**config.mk**
```make
export PLATFORM = sky130hd
export DESIGN_NAME = chan_scan_mux
export DESIGN_NICKNAME = d
export VERILOG_FILES = /design/src/rtl/chan_scan_mux_pkg.sv /design/src/rtl/chan_scan_mux_next_en_chan.sv /design/src/rtl/chan_scan_mux.sv
export SDC_FILE = /design/constraint.sdc
export NUM_CORES = 1
export LEC_CHECK = 0
export BUFFER_PORTS_ARGS = -buffer_cell sky130_fd_sc_hd__buf_2
export CAP_MARGIN = 5
export CORE_MARGIN = 2
export CORE_UTILIZATION = 25
export CTS_BUF_LIST = sky130_fd_sc_hd__clkbuf_8 sky130_fd_sc_hd__clkbuf_16
export DETAILED_ROUTE_END_ITERATION = 7
export PLACE_DENSITY_LB_ADDON = 0.15
export SYNTH_ARGS = -nofsm -noshare
export SYNTH_HDL_FRONTEND = slang
export SYNTH_HIERARCHICAL = 1
export SYNTH_SLANG_ARGS = --single-unit
```
**constraint.sdc**
```tcl
create_clock -name clk -period 3.9 [get_ports clk]
set_input_delay 0.78 -clock clk [delete_from_list [all_inputs] [get_ports clk]]
set_output_delay 0.78 -clock clk [all_outputs]
set_load 0.005 [all_outputs]
```
**src/rtl/chan_scan_mux_pkg.sv**
```systemverilog
// Shared encodings for the channel scan multiplexer: FSM states and operating modes.
package chan_scan_mux_pkg;

  typedef enum logic [1:0] {
    ST_IDLE    = 2'd0,
    ST_DWELL   = 2'd1,
    ST_PRESENT = 2'd2
  } state_e;

  localparam logic [1:0] MODE_MAN   = 2'b00;
  localparam logic [1:0] MODE_SCAN1 = 2'b01;
  localparam logic [1:0] MODE_SCANC = 2'b10;

endpackage

```
**src/rtl/chan_scan_mux_next_en_chan.sv**
```systemverilog
// Finds the next enabled channel in a mask: lowest set bit, or the first set bit strictly
// above cur with wrap-around to the lowest when nothing lies above.
module chan_scan_mux_next_en_chan #(
  parameter  int unsigned NCH  = 8,
  localparam int unsigned SELW = $clog2(NCH)
) (
  input  logic [NCH-1:0]  mask,
  input  logic [SELW-1:0] cur,
  input  logic            from_bottom,
  output logic [SELW-1:0] nxt,
  output logic            found,
  output logic            wrapped
);

  logic [SELW-1:0] w_low;
  logic [SELW-1:0] w_above;
  logic            w_has_above;

  // Descending walk so the last hit is the lowest qualifying index.
  always_comb begin
    w_low       = '0;
    w_above     = '0;
    w_has_above = 1'b0;
    for (int k = NCH - 1; k >= 0; k--) begin
      if (mask[k]) begin
        w_low = SELW'(k);
        if (SELW'(k) > cur) begin
          w_above     = SELW'(k);
          w_has_above = 1'b1;
        end
      end
    end
  end

  assign found   = |mask;
  assign wrapped = ~from_bottom & ~w_has_above;
  assign nxt     = (from_bottom | ~w_has_above) ? w_low : w_above;

endmodule

```
**src/rtl/chan_scan_mux.sv**
```systemverilog
// Registered NCH x W-bit multiplexer with manual select, one-pass and continuous channel
// scanning, per-channel enable mask, settle dwell and a valid/ready output handshake.
module chan_scan_mux
  import chan_scan_mux_pkg::*;
#(
  parameter  int unsigned NCH   = 8,
  parameter  int unsigned W     = 8,
  parameter  int unsigned DWELL = 4,
  localparam int unsigned SELW  = $clog2(NCH),
  localparam int unsigned DCW   = $clog2(DWELL + 1)
) (
  input  logic             clk,
  input  logic             rst,
  input  logic [NCH*W-1:0] in_data,
  input  logic [NCH-1:0]   chan_en,
  input  logic [1:0]       mode,
  input  logic [SELW-1:0]  sel,
  input  logic             start,
  input  logic             stop,
  output logic [W-1:0]     out_data,
  output logic [SELW-1:0]  out_chan,
  output logic             out_valid,
  input  logic             out_ready,
  output logic             busy,
  output logic             empty_err
);

  localparam logic [SELW-1:0] LAST_CH = SELW'(NCH - 1);

  state_e          r_state;
  logic [1:0]      r_mode;
  logic [SELW-1:0] r_ptr;
  logic [DCW-1:0]  r_cnt;
  logic            r_stop;
  logic [W-1:0]    r_out_data;
  logic [SELW-1:0] r_out_chan;
  logic            r_out_valid;
  logic            r_busy;
  logic            r_empty_err;

  state_e          w_state_nxt;
  logic [1:0]      w_mode_nxt;
  logic [SELW-1:0] w_ptr_nxt;
  logic [DCW-1:0]  w_cnt_nxt;
  logic            w_stop_nxt;
  logic [W-1:0]    w_data_nxt;
  logic [SELW-1:0] w_chan_nxt;
  logic            w_valid_nxt;
  logic            w_err_nxt;

  logic [1:0]      w_start_mode;
  logic [SELW-1:0] w_sel_clamp;
  logic [SELW-1:0] w_cap_idx;
  logic [W-1:0]    w_lane;
  logic            w_xfer;
  logic            w_stop_any;
  logic [SELW-1:0] w_nxt;
  logic            w_found;
  logic            w_wrapped;

  // One lookup serves both the first-channel search (IDLE) and the advance (PRESENT).
  chan_scan_mux_next_en_chan #(
    .NCH (NCH)
  ) u_next_en_chan (
    .mask        (chan_en),
    .cur         (r_ptr),
    .from_bottom (r_state == ST_IDLE),
    .nxt         (w_nxt),
    .found       (w_found),
    .wrapped     (w_wrapped)
  );

  assign w_start_mode = (mode == 2'b11) ? MODE_MAN : mode;
  assign w_sel_clamp  = (sel > LAST_CH) ? LAST_CH : sel;
  assign w_cap_idx    = (r_state == ST_IDLE) ? w_sel_clamp : r_ptr;
  assign w_lane       = in_data[int'(w_cap_idx) * W +: W];
  assign w_xfer       = r_out_valid & out_ready;
  assign w_stop_any   = r_stop | stop;

  // Next-state and datapath update.
  always_comb begin
    w_state_nxt = r_state;
    w_mode_nxt  = r_mode;
    w_ptr_nxt   = r_ptr;
    w_cnt_nxt   = r_cnt;
    w_stop_nxt  = r_stop;
    w_data_nxt  = r_out_data;
    w_chan_nxt  = r_out_chan;
    w_valid_nxt = r_out_valid;
    w_err_nxt   = 1'b0;
    unique case (r_state)
      ST_IDLE: begin
        w_stop_nxt = 1'b0;
        if (start) begin
          if (w_start_mode == MODE_MAN) begin
            w_mode_nxt  = MODE_MAN;
            w_data_nxt  = w_lane;
            w_chan_nxt  = w_sel_clamp;
            w_valid_nxt = 1'b1;
            w_state_nxt = ST_PRESENT;
          end else if (w_found) begin
            w_mode_nxt  = w_start_mode;
            w_ptr_nxt   = w_nxt;
            w_cnt_nxt   = DCW'(DWELL);
            w_state_nxt = ST_DWELL;
          end else begin
            w_err_nxt = 1'b1;
          end
        end
      end
      ST_DWELL: begin
        w_stop_nxt = w_stop_any;
        if (w_stop_any) begin
          w_state_nxt = ST_IDLE;
        end else if (r_cnt == DCW'(1)) begin
          w_data_nxt  = w_lane;
          w_chan_nxt  = r_ptr;
          w_valid_nxt = 1'b1;
          w_state_nxt = ST_PRESENT;
        end else begin
          w_cnt_nxt = r_cnt - DCW'(1);
        end
      end
      ST_PRESENT: begin
        w_stop_nxt = w_stop_any;
        if (w_xfer) begin
          w_valid_nxt = 1'b0;
          if ((r_mode == MODE_MAN) || w_stop_any) begin
            w_state_nxt = ST_IDLE;
          end else if (!w_found) begin
            // Mask emptied under a running scan.
            w_state_nxt = ST_IDLE;
            w_err_nxt   = 1'b1;
          end else if (w_wrapped && (r_mode == MODE_SCAN1)) begin
            w_state_nxt = ST_IDLE;
          end else begin
            w_ptr_nxt   = w_nxt;
            w_cnt_nxt   = DCW'(DWELL);
            w_state_nxt = ST_DWELL;
          end
        end
      end
      default: begin
        w_state_nxt = ST_IDLE;
        w_valid_nxt = 1'b0;
      end
    endcase
  end

  // State and output registers.
  always_ff @(posedge clk) begin
    if (rst) begin
      r_state     <= ST_IDLE;
      r_mode      <= MODE_MAN;
      r_ptr       <= '0;
      r_cnt       <= '0;
      r_stop      <= 1'b0;
      r_out_data  <= '0;
      r_out_chan  <= '0;
      r_out_valid <= 1'b0;
      r_busy      <= 1'b0;
      r_empty_err <= 1'b0;
    end else begin
      r_state     <= w_state_nxt;
      r_mode      <= w_mode_nxt;
      r_ptr       <= w_ptr_nxt;
      r_cnt       <= w_cnt_nxt;
      r_stop      <= w_stop_nxt;
      r_out_data  <= w_data_nxt;
      r_out_chan  <= w_chan_nxt;
      r_out_valid <= w_valid_nxt;
      r_busy      <= (w_state_nxt != ST_IDLE);
      r_empty_err <= w_err_nxt;
    end
  end

  assign out_data  = r_out_data;
  assign out_chan  = r_out_chan;
  assign out_valid = r_out_valid;
  assign busy      = r_busy;
  assign empty_err = r_empty_err;

endmodule

```
==> metrics.txt <==
status finished clean; Synthesized Nets 455; library cells used by synthesis 57; antenna cells 0; Slew Limit Fails 0; H-tree Lvls 1; leakage roughly 1.3 nW; most common flop cell mapped by yosys dfxtp_1; Crit-path slowest cell a211oi_1; # hold bufs at CTS 0; DR vias/cell approximately 5; min cycle time layout 2.58 ns; GRT Util Overall 0.151; CTS Sinks 25; final WL 8550 um; Seq. cell area about 500 um2; slowest stage delay, CP 0.55 ns; FMAX between 0.3 and 0.4 GHz; TNS Setup 0 ns; total CTS buffers 3; Row Count 37; largest net degree at the start of global routing 25; final setup fails 0; die width between 100 and 150 um; Top-Level Pins 96; crit-path max FO 15; Mapped Area 0.00258 mm2; DRT Pass-1 Iters 4; Synth Warn # 6; crit path DAT 2.75 ns; postcts setup bufs 0; Hold Vio Cnt, Final 0; buffers plus inverters on the worst setup path 1; crit path kind reg2reg; Syn Inst Count roughly 370; DRT iter0 DRCs 87; CP Launch Type flip-flop; DRC 0; area of the multi-input gates 0.00187 mm2; Initial Util 0.254; clock tree buffer depth 2; FFs w/ async S/R, synth 0; worst hold margin 0.481 ns; gpl congestion 0.821; Seq/Total Area, Yosys 0.194; core area just over 0.01 mm2; CTS tree built; Synth Area per Inst between 7 and 8 um2; crit path cell chain buf_4 -> o32a_4 -> nand2_1 -> nor2_1 -> nor2b_1 -> o21ai_0 -> a211oi_1 -> a41o_1 -> nor2_1; CTS root buf clkbuf_8; layout cell share with drive strength beyond 1 0.268; Die ar. 0.0112 mm2; initial antenna violation count 0; most common cell after layout, fill and taps aside buf_2; worst min path class reg2reg; hpwl dp 6570 um; relative slew slack 0.354; worst-margin pin slew ~0.95 ns; fin crit share 0.661; pwr dens slightly below 300 mW/mm2; Fillers around 1200; Worst Setup End Kind flip-flop; vias in the first global route between 2000 and 3000; cell mode on critical path nor2_1; Crit path max-delay family compound AO/OA/AOI/OAI gates; P&R area growth vs syn 22.0%; RSZ-0062 raised after global routing no; Die Y 106 um; clock transition at the registers of the reported paths ~0.09 ns; clock skew 0.00674 ns; global-route wire length before repair approximately 14000 um; DR vias 2885; Post-synth EDFFs 0; Post-DRT Antenna Nets 0; clk_lat worst skew 0.26 ns; Max Cap Violations 0; Synth Register Bits 25; global route total overflow 0; most frequent cells in the layout buf_2 (95), nor2_1 (89), o21ai_0 (35), dfxtp_1 (25), nand2_1 (21); post-CTS sizing 0; Worst EP required roughly 4.1 ns; worst vdd ir between 100 and 150 uV; DR WL/cell 14.7 um; Port Buffers 95; Nets 535
## flip-flops by register name, indices dropped and copies added (netlist names)
| register | flops |
|---|---|
| busy | 1 |
| r_cnt | 3 |
| out_chan | 3 |
| out_valid | 1 |
| r_ptr | 3 |
| empty_err | 1 |
| r_state | 2 |
| r_stop | 1 |
| out_data | 8 |
| r_mode | 2 |
## final cells by class
type | count | share of cell area
Multi-Input combinational cell | 300 | 0.594
Inverter | 16 | 0.0190
Clock inverter | 1 | 0.00119
Clock buffer | 3 | 0.0131
Tap cell | 136 | 0.0539
Sequential cell | 25 | 0.159
Timing Repair Buffer | 99 | 0.160
## synth_stat cells, types with 2 or more instances
library cell / number / area, um2
a21o_1: 2 / 15.0
buf_2: 7 / 35.0
o211ai_1: 17 / 128
nand2_1: 21 / 78.8
mux2i_1: 10 / 100
buf_6: 6 / 67.6
a32oi_1: 8 / 70.1
inv_2: 2 / 7.51
nor2b_1: 5 / 31.3
nand3_1: 3 / 15.0
clkbuf_1: 9 / 33.8
nor3b_1: 2 / 15.0
or2_1: 2 / 12.5
buf_4: 2 / 15.0
a21oi_1: 19 / 95.1
nand2b_1: 9 / 56.3
a21boi_0: 2 / 15.0
ha_1: 8 / 100
a211oi_1: 12 / 90.1
o22a_1: 16 / 140
nor3_1: 2 / 10.0
dfxtp_1: 25 / 500
o22ai_1: 3 / 18.8
o21ai_0: 35 / 175
o21ai_1: 2 / 10.0
o21bai_1: 2 / 15.0
nor2_1: 89 / 334
inv_1: 14 / 52.6
a22oi_1: 3 / 22.5
## per-stage QoR
stage               instances  area, um2   util  worst slack (ns)  power (mW)
floorplan                 365       2580      -              1.60       0.658
global placement          576       3110  0.305              1.24       0.797
detailed placement        576       3110  0.305              1.18       0.793
CTS                       580       3150  0.310              1.31       0.951
global route              580       3150  0.310              1.08        1.02
finish                    580       3150  0.310              1.32       0.939
## path summary, 6_finish.rpt
| kind | endpoint | depth (start not counted) | slack, ns | start |
|---|---|---|---|---|
| worst max-delay path | r_cnt[2] | 9 | 1.32 | r_ptr[0] |
| worst min register to register | r_cnt[1] | 2 | 0.48 | r_cnt[1] |
| worst min-delay path | r_cnt[1] | 2 | 0.48 | r_cnt[1] |
| worst max register to register | r_cnt[2] | 9 | 1.32 | r_ptr[0] |
## power by group
| group | switching, mW | internal (mW) | total (mW) |
|---|---|---|---|
| sequential | 0.0307 | 0.284 | 0.314 |
| combinational | 0.268 | 0.206 | 0.474 |
| clock | 0.0800 | 0.0703 | 0.150 |
## cell families (layout without fill, tap and decap cells)
kind of cell / Yosys count / after routing / synth area share
and+or+nand+nor: 141 / 141 / 0.245
AOI/OAI and AO/OA: 138 / 138 / 0.387
DFF: 25 / 25 / 0.194
buffers and inverters: 40 / 119 / 0.0818
adders and majority gates: 8 / 8 / 0.0387
muxes: 13 / 13 / 0.0542
## per-layer routing
layer  track usage  up-vias  share of wire
met4        0.0263        0         0.0089
li1              -     1483              -
met5             0        -              0
met2         0.246      113           0.45
met1         0.215     1284           0.48
met3        0.0192        5          0.061
## worst reg2reg max path, stage by stage, from the launching register on
cell and delay (ns):
dfxtp_1 0.51, buf_4 0.31, o32a_4 0.41, nand2_1 0.06, nor2_1 0.04, nor2b_1 0.21
o21ai_0 0.11, a211oi_1 0.55, a41o_1 0.25, nor2_1 0.04
Power figures use the tool's default switching activity.
